<file path="src/rtl/multicycle_ctrl.sv">
// Multi-cycle sequencer for the RV32 integer datapath: walks fetch/decode/exec/mem/wb,
// runs the imem/dmem req/ack handshakes and emits per-phase register-file controls.
//
// state  | meaning
// -------+-----------------------------------------------------------
// IDLE   | waiting for start_i (with halt_i low)
// FETCH  | imem_req_o high until imem_ack_i; IR load on the ack cycle
// DECODE | classify latched opcode/funct3, illegal goes to TRAP
// EXEC   | ALU cycle; loads/stores continue to MEM, R/I to WB
// MEM    | dmem_req_o high until dmem_ack_i; stores retire here
// WB     | register write (unless rd==0) and PC+4
// TRAP   | sticky until reset; everything quiet except trap_o

module multicycle_ctrl #(
    parameter int ACK_TIMEOUT = 15,
    parameter int TMO_W       = 4
) (
    input  logic        clk,
    input  logic        rst,
    input  logic        start_i,
    input  logic        halt_i,
    input  logic [31:0] instr_i,
    output logic        imem_req_o,
    input  logic        imem_ack_i,
    output logic        dmem_req_o,
    output logic        dmem_we_o,
    input  logic        dmem_ack_i,
    output logic        ir_en_o,
    output logic        pc_en_o,
    output logic        RegWEn,
    output logic        ALUSrc,
    output logic [2:0]  selStore,
    output logic        wb_sel_o,
    output logic        busy_o,
    output logic        trap_o
);

    typedef enum logic [2:0] {
        S_IDLE, S_FETCH, S_DECODE, S_EXEC, S_MEM, S_WB, S_TRAP
    } state_t;

    localparam logic [6:0] OP_R     = 7'b0110011;
    localparam logic [6:0] OP_I     = 7'b0010011;
    localparam logic [6:0] OP_LOAD  = 7'b0000011;
    localparam logic [6:0] OP_STORE = 7'b0100011;

    localparam logic [TMO_W-1:0] TMO_LAST = TMO_W'(ACK_TIMEOUT - 1);

    state_t           state_q, state_d;
    logic [6:0]       opcode_q, opcode_d;
    logic [2:0]       funct3_q, funct3_d;
    logic [4:0]       rd_q, rd_d;
    logic [TMO_W-1:0] wait_q, wait_d;

    logic is_load_q, is_store_q, legal_q;
    logic is_r_d, is_load_d, is_store_d;

    logic unused_instr_bits;
    assign unused_instr_bits = ^instr_i[31:15];

    assign is_load_q  = (opcode_q == OP_LOAD);
    assign is_store_q = (opcode_q == OP_STORE);
    assign is_r_d     = (opcode_d == OP_R);
    assign is_load_d  = (opcode_d == OP_LOAD);
    assign is_store_d = (opcode_d == OP_STORE);

    always_comb begin
        legal_q = 1'b0;
        case (opcode_q)
            OP_R, OP_I: legal_q = 1'b1;
            OP_LOAD:    legal_q = (funct3_q inside {3'd0, 3'd1, 3'd2, 3'd4, 3'd5});
            OP_STORE:   legal_q = (funct3_q <= 3'd2);
            default:    legal_q = 1'b0;
        endcase
    end

    // Ack strobes are combinational so the datapath can load IR / PC in the ack cycle.
    assign ir_en_o = (state_q == S_FETCH) && imem_ack_i;
    assign pc_en_o = (state_q == S_WB) ||
                     ((state_q == S_MEM) && is_store_q && dmem_ack_i);

    always_comb begin
        state_d  = state_q;
        opcode_d = opcode_q;
        funct3_d = funct3_q;
        rd_d     = rd_q;
        wait_d   = wait_q;
        case (state_q)
            S_IDLE: begin
                if (start_i && !halt_i) begin
                    state_d = S_FETCH;
                    wait_d  = '0;
                end
            end
            S_FETCH: begin
                if (imem_ack_i) begin
                    opcode_d = instr_i[6:0];
                    funct3_d = instr_i[14:12];
                    rd_d     = instr_i[11:7];
                    state_d  = S_DECODE;
                end else if (wait_q == TMO_LAST) begin
                    state_d = S_TRAP;
                end else begin
                    wait_d = wait_q + 1'b1;
                end
            end
            S_DECODE: state_d = legal_q ? S_EXEC : S_TRAP;
            S_EXEC: begin
                if (is_load_q || is_store_q) begin
                    state_d = S_MEM;
                    wait_d  = '0;
                end else begin
                    state_d = S_WB;
                end
            end
            S_MEM: begin
                if (dmem_ack_i) begin
                    if (is_store_q) begin
                        state_d = halt_i ? S_IDLE : S_FETCH;
                        wait_d  = '0;
                    end else begin
                        state_d = S_WB;
                    end
                end else if (wait_q == TMO_LAST) begin
                    state_d = S_TRAP;
                end else begin
                    wait_d = wait_q + 1'b1;
                end
            end
            S_WB: begin
                state_d = halt_i ? S_IDLE : S_FETCH;
                wait_d  = '0;
            end
            S_TRAP:  state_d = S_TRAP;
            default: state_d = S_IDLE;
        endcase
    end

    // Phase outputs are registered from the next-state view so they line up with state_q.
    always_ff @(posedge clk or negedge rst) begin
        if (!rst) begin
            state_q    <= S_IDLE;
            opcode_q   <= '0;
            funct3_q   <= '0;
            rd_q       <= '0;
            wait_q     <= '0;
            imem_req_o <= 1'b0;
            dmem_req_o <= 1'b0;
            dmem_we_o  <= 1'b0;
            RegWEn     <= 1'b0;
            ALUSrc     <= 1'b0;
            selStore   <= 3'b000;
            wb_sel_o   <= 1'b0;
            busy_o     <= 1'b0;
            trap_o     <= 1'b0;
        end else begin
            state_q    <= state_d;
            opcode_q   <= opcode_d;
            funct3_q   <= funct3_d;
            rd_q       <= rd_d;
            wait_q     <= wait_d;
            imem_req_o <= (state_d == S_FETCH);
            dmem_req_o <= (state_d == S_MEM);
            dmem_we_o  <= (state_d == S_MEM) && is_store_d;
            RegWEn     <= (state_d == S_WB) && (rd_d != 5'd0);
            ALUSrc     <= ((state_d == S_EXEC) && !is_r_d) || (state_d == S_MEM);
            selStore   <= (((state_d == S_EXEC) || (state_d == S_MEM)) && is_store_d)
                          ? funct3_d : 3'b000;
            wb_sel_o   <= ((state_d == S_MEM) || (state_d == S_WB)) && is_load_d;
            busy_o     <= (state_d != S_IDLE) && (state_d != S_TRAP);
            trap_o     <= (state_d == S_TRAP);
        end
    end

endmodule
</file>
<file path="config.mk">
export PLATFORM = sky130hd
export DESIGN_NAME = multicycle_ctrl
export DESIGN_NICKNAME = d
export VERILOG_FILES = /design/src/rtl/multicycle_ctrl.sv
export SDC_FILE = /design/constraint.sdc
export NUM_CORES = 1
export LEC_CHECK = 0
export ABC_AREA = 1
export CORE_MARGIN = 2
export CORE_UTILIZATION = 34
export CTS_CLUSTER_DIAMETER = 150
export DETAILED_ROUTE_END_ITERATION = 6
export PLACE_DENSITY = 0.6
export SLEW_MARGIN = 20
export SYNTH_ARGS = -nofsm -noshare
export SYNTH_HDL_FRONTEND = slang
export SYNTH_SLANG_ARGS = --single-unit
</file>
<file path="constraint.sdc">
create_clock -name clk -period 2.2 [get_ports clk]
set_clock_uncertainty 0.1 [all_clocks]
set_input_delay 0.44 -clock clk [delete_from_list [all_inputs] [get_ports clk]]
set_output_delay 0.44 -clock clk [all_outputs]
set_load 0.02 [all_outputs]
</file>
==> flow_summary.ini, run 1 <==
[synth]
synth-main-ff-cell = dfrtp_1
synth.most_common_cell = nand2_1
syn_area_um2 = 1720
synth_warnings = 0
ys_ff_latch = 33
postSynth.asyncResetShare_pct = 100
synth-edff-count = 0
yosys.area.top_type = dfrtp_1
synth_cell_types = 29
synth_area_per_cell_um2 = 8.25
netlist_top_cells_count = 60 x nand2_1, 33 x dfrtp_1, 25 x inv_1
synth_area_leaders = dfrtp_1 48%, nand2_1 13%, inv_1 5.5%
syn_nets = 248
yosysSeqAreaShare_pct = 48.1
synth_top_cell_area_share_pct = 48.1
syn_inst = 208

[sta]
fin_ws_ns = 0.145
rsz0062_at_grt = no
setup_viol = 0
period_share_pct = 93.4
fmax_mhz = 487
tightest_slew_ns = 0.420
hold_violations = 0
min_period_ns = 2.06
maxSlewHeadroom_pct = 72.0
slew_viol_final = 0

[clock_tree]
cts_max_level = 2
clkTransAtPathRegs_ns = 0.06
cts.path.max_buffers = 2
cts_made_buffers = 5
cts-root-buf = clkbuf_8
worstSkewPairLatency_ns = 0.29
postCtsSetupBuffers = 0
tritoncts = yes
cts_sinks = 33
cts.repair.resized = 2
ctsHoldBuffers = 0

[power_and_ir_drop]
peakVddDrop_uv = 495
power_density_nw_per_um2 = 1200
leakage_nw = 1.16

[critical_path]
cp.arrival_ns = 1.52
endpoint = ir_en_o
crit_start = imem_ack_i
crit_fanout = 3
rrSetupSlack_ns = 0.30
r2r_start = wait_q[0]
slowest_stage = clkdlybuf4s50_1
r2r_cells = 10
slowest_delay_ns = 0.48
crit_type = in -> out
worstSetupStartpointType = input pin
critical_path_required_ns = 1.66
endpoint_kind = output port
worstReg2RegEnd = ALUSrc
crit_chain = clkdlybuf4s50_1, inv_1, nor2_8, dlygate4sd2_1

[grt]
grt_max_degree = 34
grt_pass1_vias = 1431
grt_pass1_wl_um = 6320
grt.overflow.total = 0
gr-usage-all-layers_pct = 15.4
antenna_found_initial = 0

[worst_hold_path]
hp-class = reg -> reg
whs_path_depth = 2

[place]
post-place-ws_ns = -0.157
gp_congestion = 0.795
post-dp-hpwl_um = 2690
port_buffers = 33

[floorplan]
die_w_um = 75.1
start_util_pct = 35.9
ios = 51
fp.dieH_um = 75.1
core-area_um2 = 4790
dieArea_um2 = 5630
placementRows = 25

[final_layout]
nets = 302
syn_to_final_growth_pct = 34.1
fill_cells = 480
utilization_pct = 48.1
diodes = 0
drive_gt1_share_pct = 17.1

[routing]
drt_wl_total_um = 3620
num_vias = 1465
antenna_left = 0
vias_per_cell = 4.44
wire_per_inst_um = 11.0
drt-initial-drc-count = 58
first_pass_iters = 4
drc = 0

[outcome]
status = complete, no violations

[flow_run]
maxCapViolCount = 0
-- area by class of cell --
cell class	instances	area (µm²)	area share (%)
timing repair buffer	49	444	19.3
tap	67	83.8	3.64
sequential	33	826	35.9
multi-input combinational	144	759	33.0
inverter	29	109	4.73
clock buffer	8	80.1	3.48
-- critical path: cells and delay by family --
family / cells / cell delay, ns
buffers and inverters: 3 / 0.94
and+or+nand+nor: 1 / 0.14
-- logic make-up (layout without fill, tap and decap cells) --
| logic type | after synthesis | in the layout | share of synthesized area (%) |
|---|---|---|---|
| buf+inv | 31 | 86 | 7.65 |
| flops | 33 | 33 | 48.1 |
| simple gates | 117 | 117 | 32.8 |
| compound gates | 23 | 23 | 8.97 |
| fa+ha+maj | 2 | 2 | 1.46 |
| xor+xnor | 2 | 2 | 1.02 |
-- power by group --
part | total (mW) | leakage, nW | switching, mW | internal, mW
logic | 1.38 | 0.693 | 0.818 | 0.565
registers | 0.944 | 0.425 | 0.123 | 0.821
clock network | 0.435 | 0.0395 | 0.210 | 0.225
total | 2.76 | 1.16 | 1.15 | 1.61
-- sequential cells by signal, indices dropped and copies added (netlist names) --
signal,count
opcode_q,7
imem_req_o,1
ALUSrc,1
funct3_q,3
rd_q,5
wait_q,4
RegWEn,1
dmem_we_o,1
busy_o,1
selStore,3
state_q,3
dmem_req_o,1
trap_o,1
wb_sel_o,1
-- stage by stage --
stage	cells	TNS, ns	hold slack (ns)	cell area (µm²)	power, mW
3_5_place_dp	322	-0.312	0.360	2230	2.36
4_1_cts	330	0	0.375	2310	2.81
6_report	330	0	0.369	2300	2.76
2_1_floorplan	208	0	0.0444	1720	1.85
3_3_place_gp	322	-0.393	0.352	2230	2.34
5_1_grt	330	0	0.393	2300	3.04
-- layer usage --
metal / track usage [%] / up-vias / share of wire (%)
met5: 0 / - / 0
met4: 7.14 / 0 / 2.3
met3: 4.42 / 6 / 5.3
met2: 22.9 / 35 / 43
met1: 20.7 / 650 / 50
li1: - / 774 / -
-- placed cells by master, fill, tap and decap left out, types with 2 or more instances in the layout --
cell type / Yosys / final
o21ai_2: 3 / 3
nand4_1: 4 / 4
nor3_1: 4 / 4
clkbuf_1: 0 / 3
nand2_2: 2 / 2
nor2_1: 20 / 20
nand2_1: 60 / 60
a21oi_1: 4 / 4
inv_1: 25 / 25
a21oi_4: 2 / 2
buf_4: 1 / 16
nor2_2: 4 / 4
nand3_1: 14 / 14
dfrtp_1: 33 / 33
ha_1: 2 / 2
clkdlybuf4s50_1: 0 / 31
o21ai_0: 11 / 11
nand3_2: 3 / 3
clkbuf_8: 0 / 5
inv_2: 4 / 4
-- worst min-delay path by stage --
stage,from,end
4_1_cts,rd_q[4],rd_q[4]
3_5_place_dp,rd_q[4],rd_q[4]
6_report,rd_q[0],rd_q[0]
2_1_floorplan,rst,ALUSrc
5_1_grt,rd_q[2],rd_q[2]
3_3_place_gp,rd_q[2],rd_q[2]
No activity file was read; power rests on OpenSTA's default activity.
==> run 2, diff against run 1 <==
REMOVE_ABC_BUFFERS = 1   (was default)
TNS_END_PERCENT = 1   (was default)
==> flow_summary.ini, run 2 (same netlist as run 1, synthesis figures left out) <==
[place]
post-dp-hpwl_um = 2820
gp_congestion = 0.837
port_buffers = 33
place_inst = 330

[final_layout]
largest_reg_flops = 7
drive_gt1_share_pct = 21.0
diodes = 0
reg_top3 = opcode_q (7), rd_q (5), wait_q (4)
finalNonFillerCells = 338
nets = 310
final_cell_mix = 60 x nand2_1, 33 x dfrtp_1, 31 x clkdlybuf4s50_1, 25 x inv_1, 24 x buf_4
fill_cells = 461
largest-register = opcode_q
final_common_cell = nand2_1
syn_to_final_growth_pct = 40.2

[critical_path]
cp.arrival_ns = 1.52
endpoint = ir_en_o
r2r_start = state_q[1]
worstReg2RegEnd = selStore[1]
worstSetupStartpointType = input pin
crit_chain = clkdlybuf4s50_1, inv_1, nor2_8, dlygate4sd2_1
crit_start = imem_ack_i
endpoint_kind = output port
crit_type = in -> out
critical_path_required_ns = 1.66
crit_fanout = 3
r2r_cells = 11
slowest_delay_ns = 0.48
rrSetupSlack_ns = 0.25
slowest_stage = clkdlybuf4s50_1

[routing]
wl_met2_um = 1780
drc = 0
drt_wl_total_um = 3600
top_layer_used = met4
wl_met1_um = 1620
num_vias = 1495
first_pass_iters = 4
wl_met3_um = 152
vias_per_cell = 4.42
antenna_left = 0
drt-initial-drc-count = 78
wire_per_inst_um = 10.6

[sta]
setup_viol = 0
rsz0062_at_grt = no
maxSlewHeadroom_pct = 71.8
fmax_mhz = 485
min_period_ns = 2.06
slew_viol_final = 0
tightest_slew_ns = 0.423
hold_violations = 0
period_share_pct = 93.8

[floorplan]
placementRows = 25
ios = 51
die_w_um = 75.1
start_util_pct = 35.9
dieArea_um2 = 5630
fp.dieH_um = 75.1
core-area_um2 = 4790

[clock_tree]
cts.path.max_buffers = 2
cts_made_buffers = 5
cts-root-buf = clkbuf_8
clkTransAtPathRegs_ns = 0.06
worstSkewPairLatency_ns = 0.29
cts_sinks = 33
tritoncts = yes
postCtsSetupBuffers = 0
cts_max_level = 2

[grt]
antenna_found_initial = 0
gr-usage-all-layers_pct = 15.3
grt_pass1_wl_um = 6420
grt.overflow.total = 0
grt_pass1_vias = 1531
grt_max_degree = 34

[power_and_ir_drop]
leakage_nw = 1.22
totalPowerFinal_mw = 3.01
power_density_nw_per_um2 = 1250
peakVddDrop_uv = 665

[outcome]
status = complete, no violations

[flow_run]
maxCapViolCount = 0

[worst_hold_path]
hp-class = reg -> reg
-- run 2: cell count changes in the layout (fill, tap and decap cells not counted), sizes merged --
cell,change
clkinvlp,+1
clkbuf,-2
bufinv,+1
buf,+8
-- run 2: worst min path at each step --
stage / start / end / slack (ns) / depth (start not counted)
after detailed placement: rd_q[1] / rd_q[1] / 0.36 / 2
after floorplan: rst / ALUSrc / 0.04 / 0
after global placement: rd_q[3] / rd_q[3] / 0.36 / 2
after CTS: rd_q[1] / rd_q[1] / 0.37 / 2
final: rd_q[1] / rd_q[1] / 0.37 / 2
after global routing: rd_q[3] / rd_q[3] / 0.38 / 2
-- run 2: layout make-up --
class                           instances  area, µm²  area share [%]
Sequential cell                        33        826            34.3
Multi-Input combinational cell        144        764            31.8
Timing Repair Buffer                   57        504            20.9
Inverter                               29        109            4.52
Tap cell                               67       83.8            3.48
Clock buffer                            6       82.6            3.43
Clock inverter                          2       37.5            1.56
-- run 2: per-layer routing --
metal,vias to the layer above,track usage (%)
met5,-,0
met4,0,6.15
met3,6,3.75
met2,23,27.3
met1,681,17.5
li1,785,-
-- run 2: through the flow --
step / worst slack (ns) / hold slack, ns / area, µm² / utilization (%) / setup TNS [ns]
2_1_floorplan: 0.418 / 0.0444 / 1690 / - / 0
3_3_place_gp: -0.285 / 0.355 / 2290 / 47.8 / -0.628
3_5_place_dp: -0.279 / 0.356 / 2290 / 47.8 / -0.613
4_1_cts: 0.0103 / 0.373 / 2410 / 50.3 / 0
5_1_grt: 0.0224 / 0.384 / 2410 / 50.3 / 0
6_report: 0.137 / 0.370 / 2410 / 50.3 / 0
-- run 2: timing repair --
action,CTS,global route
setup endpoints to repair,2,2
pin swaps,0,0
hold buffers,0,0
endpoints found under the hold margin,0,0
resized for setup,2,4
-- run 2: worst max-delay path, delay by kind of cell --
family                 cells  cell delay [ns]
and+or+nand+nor            1             0.15
buffers and inverters      3             0.94
-- run 2: report_power, final --
part	switching [mW]	total, mW	internal (mW)
Sequential	0.104	0.924	0.820
Combinational	0.832	1.49	0.654
Clock	0.236	0.604	0.368
Total	1.17	3.01	1.84
==> run 3, diff against run 2 <==
HOLD_SLACK_MARGIN = 0.02   (was default)
==> results of run 3 <==
Same layout as run 2: the final DEF is identical, and so are final timing and power.
